<file path="src/rtl/uart_pkg.sv">
// Shared UART constants and the receiver state encoding. The transmitter
// takes its baud constant from here as well, so both ends stay matched.
package uart_pkg;

    localparam int BAUD_CLKS = 43;
    localparam int HALF_CLKS = BAUD_CLKS / 2;

    localparam int BAUD_CNT_W = 6;
    localparam int BIT_CNT_W  = 3;

    // Terminal counts for the == comparisons in the receiver.
    localparam logic [BAUD_CNT_W-1:0] BAUD_LAST = BAUD_CNT_W'(BAUD_CLKS - 1);
    localparam logic [BAUD_CNT_W-1:0] HALF_LAST = BAUD_CNT_W'(HALF_CLKS - 1);
    localparam logic [BIT_CNT_W-1:0]  BIT_LAST  = '1;

    typedef enum logic [2:0] {
        RX_IDLE    = 3'd0,
        RX_START   = 3'd1,
        RX_DATA    = 3'd2,
        RX_STOP    = 3'd3,
        RX_WAIT_HI = 3'd4
    } rx_state_e;

endpackage

</file>
<file path="src/rtl/sync2.sv">
// Two-flop synchronizer for a single asynchronous input. The reset value
// is a parameter so idle-high lines do not look active out of reset.
module sync2 #(
    parameter logic RESET_VAL = 1'b1
) (
    input  logic clk,
    input  logic rst_n,
    input  logic d_i,
    output logic q_o
);

    logic [1:0] sync_q;

    // Shift the raw input through two flops to settle metastability.
    always_ff @(posedge clk or negedge rst_n) begin
        if (!rst_n) begin
            sync_q <= {2{RESET_VAL}};
        end else begin
            // NOTE: sequential state uses non-blocking assignments so every
            // flop samples the pre-edge value of its neighbours.
            sync_q <= {sync_q[0], d_i};
        end
    end

    assign q_o = sync_q[1];

endmodule

</file>
<file path="src/rtl/uart_rx.sv">
// 8N1 UART receiver. Samples the synchronized line at mid-bit, presents each
// good byte on a sticky rdy flag with a clear handshake, and pulses
// frame_err / overrun for one cycle on the stop-sample edge.
module uart_rx
    import uart_pkg::*;
(
    input  logic       clk,
    input  logic       rst_n,
    input  logic       RX,
    input  logic       clr_rdy,
    output logic [7:0] rx_data,
    output logic       rdy,
    output logic       frame_err,
    output logic       overrun
);

    logic                  rx_s;
    rx_state_e             state_q, state_d;
    logic [BAUD_CNT_W-1:0] baud_q, baud_d;
    logic [BIT_CNT_W-1:0]  bit_q, bit_d;
    logic [7:0]            shift_q, shift_d;
    logic [7:0]            data_q, data_d;
    logic                  rdy_q, rdy_d;
    logic                  ferr_q, ferr_d;
    logic                  ovr_q, ovr_d;
    logic                  baud_tick;
    logic                  half_tick;

    sync2 #(
        .RESET_VAL (1'b1)
    ) u_sync_rx (
        .clk   (clk),
        .rst_n (rst_n),
        .d_i   (RX),
        .q_o   (rx_s)
    );

    assign baud_tick = (baud_q == BAUD_LAST);
    assign half_tick = (baud_q == HALF_LAST);

    // Register all receiver state and outputs.
    always_ff @(posedge clk or negedge rst_n) begin
        if (!rst_n) begin
            state_q <= RX_IDLE;
            baud_q  <= '0;
            bit_q   <= '0;
            shift_q <= '0;
            data_q  <= '0;
            rdy_q   <= 1'b0;
            ferr_q  <= 1'b0;
            ovr_q   <= 1'b0;
        end else begin
            state_q <= state_d;
            baud_q  <= baud_d;
            bit_q   <= bit_d;
            shift_q <= shift_d;
            data_q  <= data_d;
            rdy_q   <= rdy_d;
            ferr_q  <= ferr_d;
            ovr_q   <= ovr_d;
        end
    end

    // Next-state, counter, shift and flag logic for the receive FSM.
    always_comb begin
        // NOTE: every signal gets a default before the case so no path
        // leaves one unassigned and infers a latch.
        state_d = state_q;
        baud_d  = baud_q;
        bit_d   = bit_q;
        shift_d = shift_q;
        data_d  = data_q;
        rdy_d   = rdy_q & ~clr_rdy;
        ferr_d  = 1'b0;
        ovr_d   = 1'b0;

        case (state_q)
            RX_IDLE: begin
                if (!rx_s) begin
                    baud_d  = '0;
                    state_d = RX_START;
                end
            end

            RX_START: begin
                if (half_tick) begin
                    if (rx_s) begin
                        // Line went back high before mid-start: a glitch.
                        state_d = RX_IDLE;
                    end else begin
                        baud_d  = '0;
                        bit_d   = '0;
                        state_d = RX_DATA;
                    end
                end else begin
                    baud_d = baud_q + 1'b1;
                end
            end

            RX_DATA: begin
                if (baud_tick) begin
                    baud_d  = '0;
                    shift_d = {rx_s, shift_q[7:1]};
                    bit_d   = bit_q + 1'b1;
                    if (bit_q == BIT_LAST) begin
                        state_d = RX_STOP;
                    end
                end else begin
                    baud_d = baud_q + 1'b1;
                end
            end

            RX_STOP: begin
                if (baud_tick) begin
                    baud_d = '0;
                    if (rx_s) begin
                        // A completing byte wins over a same-edge clear.
                        data_d  = shift_q;
                        rdy_d   = 1'b1;
                        ovr_d   = rdy_q & ~clr_rdy;
                        state_d = RX_IDLE;
                    end else begin
                        ferr_d  = 1'b1;
                        state_d = RX_WAIT_HI;
                    end
                end else begin
                    baud_d = baud_q + 1'b1;
                end
            end

            RX_WAIT_HI: begin
                // Hold off until a break or stuck-low line releases.
                if (rx_s) begin
                    state_d = RX_IDLE;
                end
            end

            default: begin
                state_d = RX_IDLE;
            end
        endcase
    end

    assign rx_data   = data_q;
    assign rdy       = rdy_q;
    assign frame_err = ferr_q;
    assign overrun   = ovr_q;

endmodule

</file>
<file path="config.mk">
export PLATFORM = sky130hd
export DESIGN_NAME = uart_rx
export DESIGN_NICKNAME = d
export VERILOG_FILES = /design/src/rtl/uart_pkg.sv /design/src/rtl/sync2.sv /design/src/rtl/uart_rx.sv
export SDC_FILE = /design/constraint.sdc
export NUM_CORES = 1
export LEC_CHECK = 0
export ABC_AREA = 0
export CORE_UTILIZATION = 55
export DETAILED_ROUTE_END_ITERATION = 10
export GPL_TIMING_DRIVEN = 1
export PLACE_DENSITY = 0.74
export SYNTH_ARGS = -nofsm -noshare
export SYNTH_HDL_FRONTEND = slang
export SYNTH_SLANG_ARGS = --single-unit
</file>
<file path="constraint.sdc">
create_clock -name clk -period 2.45 [get_ports clk]
set_clock_uncertainty 0.1 [all_clocks]
set_input_delay 0.49 -clock clk [delete_from_list [all_inputs] [get_ports clk]]
set_output_delay 0.49 -clock clk [all_outputs]
set_load 0.02 [all_outputs]
</file>
==> metrics.md, run 1 <==
| Metric | Value |
|---|---|
| CP required | `2.58 ns` |
| DRT Pass-1 Iters | `4` |
| Hold endpoint | `u_sync_rx.sync_q[1]$_DFF_PN1_` |
| Total Routed Length | `2600 um` |
| Worst vdd ir | `0.000570 V` |
| Final Cycle Share | `91.2%` |
| Post-CTS Setup Repair Bufs | `0` |
| CP endpoint kind | `register` |
| RR Startpoint | `baud_q[0]$_DFFE_PN0P_` |
| Hold Path Depth | `0` |
| Post-layout min period | `2.23 ns` |
| Overall power | `1.02 mW` |
| First-pass GRT wire length | `4040 um` |
| Gr busiest metal | `met2` |
| Initial antenna violation count | `0` |
| Grt met3 use | `8.33%` |
| Final hold viol count | `0` |
| GPL Wtd Cong | `0.756` |
| Synth Area per Inst | `12.6 um2` |
| Setup crit start kind | `register` |
| Pwr per Cell Area | `585 nW/um2` |
| Setup-failing EPs final | `0` |
| CTS Buf Count | `5` |
| Reg2Reg Depth | `6` |
| Die ar. | `2990 um2` |
| Mapped Area | `1520 um2` |
| Clk root buf | `clkbuf_4` |
| Unrepaired setup endpoints after global routing | `no` |
| Hold wc startpoint | `u_sync_rx.sync_q[0]$_DFF_PN1_` |
| Max cap viols | `0` |
| Fillers | `203` |
| CTS tree | `done` |
| Worst slack, placed | `0.209 ns` |
| Synth warn | `0` |
| Met1 Use GR | `25.4%` |
| Slew Limit Fails | `0` |
| Sink Count | `33` |
| Post-synthesis sequential area ratio | `54.4%` |
| Floorplan row count | `18` |
| Outcome | `finished, final reports clean` |
| WL/cell | `15.3 um` |
| Via count | `985` |
| Synth Register Bits | `33` |
| H-tree levels | `2` |
| Core area | `2540 um2` |
| Util after Layout | `68.2%` |
| Die width | `54.6 um` |
| Post-synth cell types | `33` |
| Final setup TNS | `0 ns` |
| Hold Path Class | `register to register` |
| Top-Level Pins | `15` |
| Fmax | `0.448 GHz` |
| Reg-to-Reg End | `rx_data[6]$_DFFE_PN0P_` |
| DRC Markers | `0` |
| Main synth FF type | `dfrtp_1` |
| GRT overflow | `0` |
| Ant diodes | `0` |
| Share of layout cells above drive strength 1 | `22.1%` |
| Setup CP Type | `register to register` |
| Syn Inst Count | `121` |
| Final hold slack | `0.261 ns` |
| Chip Height | `54.6 um` |
| Reg2reg setup slack | `0.22 ns` |
| Post-synth EDFFs | `0` |
| Ys async rst share | `100%` |
| Worst Tran Pin Value | `0.563 ns` |
| DRT iter0 DRCs | `27` |
| Worst-skew pair later-pin latency | `0.33 ns` |
| # hold bufs at CTS | `0` |
| Slew HR | `62.5%` |
| Met2 usage | `29.7%` |
| CTS resizes | `0` |
| Largest net degree at the start of global routing | `34` |
| Via density | `5.79` |
| Clk buf depth | `2` |
| Vias in the first global route | `891` |
| DRT antenna net count | `0` |
| Port Buffers | `14` |
| GRT Total Usage | `20.3%` |
| Mapped Nets | `130` |
| Top fanout value on the critical path | `10` |
| CTS clk-pin slew, worst paths | `0.10 ns` |
| Starting Density | `59.9%` |
| Worst Path Arrival | `2.36 ns` |
| P_leak | `0.867 nW` |
| Final worst setup slack | `0.217 ns` |
| DP Wirelength | `1870 um` |
| Synth-to-layout area growth | `14.0%` |
| # nets final | `148` |
sequential cells by signal, indices dropped and copies added (netlist names):
name / flops
rdy: 1
state_q: 3
rx_data: 8
frame_err: 1
bit_q: 3
baud_q: 6
overrun: 1
u_sync_rx.sync_q: 2
shift_q: 8
logic make-up (layout without fill, tap and decap cells):
family          after synthesis  in the layout  synth area share (%)
fa+ha+maj                     5              5                  4.11
mux                          19             19                  15.9
compound gates               22             22                  10.3
flops                        33             33                  54.4
buf+inv                       9             28                  2.71
simple gates                 33             33                  12.6
area by class of cell:
cell class | instances | area (um2) | area share, %
multi-input cells | 79 | 654 | 37.7
clock inverters | 1 | 5.00 | 0.288
inverters | 5 | 18.8 | 1.08
flip-flops and latches | 33 | 828 | 47.7
repair buffers | 15 | 148 | 8.50
clock buffers | 7 | 45.0 | 2.59
well taps | 30 | 37.5 | 2.16
worst max path at each step:
stage	startpoint	endpoint	slack, ns	cells after the start
final	baud_q[0]$_DFFE_PN0P_	rx_data[6]$_DFFE_PN0P_	0.22	6
after global routing	baud_q[0]$_DFFE_PN0P_	rx_data[3]$_DFFE_PN0P_	0.14	6
after CTS	baud_q[0]$_DFFE_PN0P_	rx_data[6]$_DFFE_PN0P_	0.21	6
after detailed placement	baud_q[0]$_DFFE_PN0P_	rx_data[6]$_DFFE_PN0P_	0.21	6
after global placement	baud_q[0]$_DFFE_PN0P_	rx_data[0]$_DFFE_PN0P_	0.30	6
after floorplan	baud_q[0]$_DFFE_PN0P_	rx_data[0]$_DFFE_PN0P_	0.35	7
placed cells by master, fill, tap and decap left out, types with 3 or more instances in the layout:
cell             Yosys  routed
a21o_1               5       5
nand2_1              6       6
nand3_1              3       3
a21oi_1              5       5
nor2_1               6       6
o21ai_0              3       3
mux2_2              10      10
clkbuf_4             0       5
dfrtp_1             31      31
mux2_4               8       8
inv_1                5       5
clkdlybuf4s50_1      0      14
ha_1                 5       5
or3_1                4       4
cells in the mapped netlist (2+ instances only):
cell type   n  area (um2)
or3_1       4        25.0
nor2_1      6        22.5
a21oi_1     5        25.0
dfrtp_1    31         776
nand3_1     3        15.0
or4_1       2        15.0
a2bb2oi_1   2        17.5
ha_1        5        62.6
mux2_4      8         120
dfstp_2     2        52.6
nand2_1     6        22.5
a22o_1      2        17.5
mux2_2     10         113
nor2b_1     2        12.5
o21ai_0     3        15.0
inv_1       5        18.8
nand2b_1    2        12.5
clkbuf_1    3        11.3
a21o_1      5        37.5
o21ba_2     2        20.0
critical path, stage by stage (launching register included):
cell and delay, ns:
dfrtp_1 0.40, inv_1 0.11, ha_1 0.15, and4bb_1 0.28, nand2_2 0.10, or4b_4 0.66, mux2_4 0.34
routing by layer:
layer / wire [um] / up-vias / part of all wire (%)
met5: 0 / - / 0
met1: 1180 / 486 / 45
met4: 24 / 0 / 0.92
met2: 1250 / 22 / 48
li1: - / 475 / -
met3: 147 / 2 / 5.6
through the flow:
| stage | cells | instance area (um2) |
|---|---|---|
| after floorplan | 121 | 1520 |
| after global placement | 162 | 1690 |
| after detailed placement | 162 | 1690 |
| after CTS | 170 | 1740 |
| after global routing | 170 | 1740 |
| final | 170 | 1740 |
power by group:
group | internal (mW) | switching, mW
sequential | 0.572 | 0.0440
combinational | 0.0608 | 0.0613
clock | 0.112 | 0.167
(Power assumes the default switching activity.)
==> run 2, diff against run 1 <==
Settings changed: CTS_CLUSTER_SIZE set to 40.
==> results of run 2 <==
Final layout, timing and power as in run 1 (identical DEF).
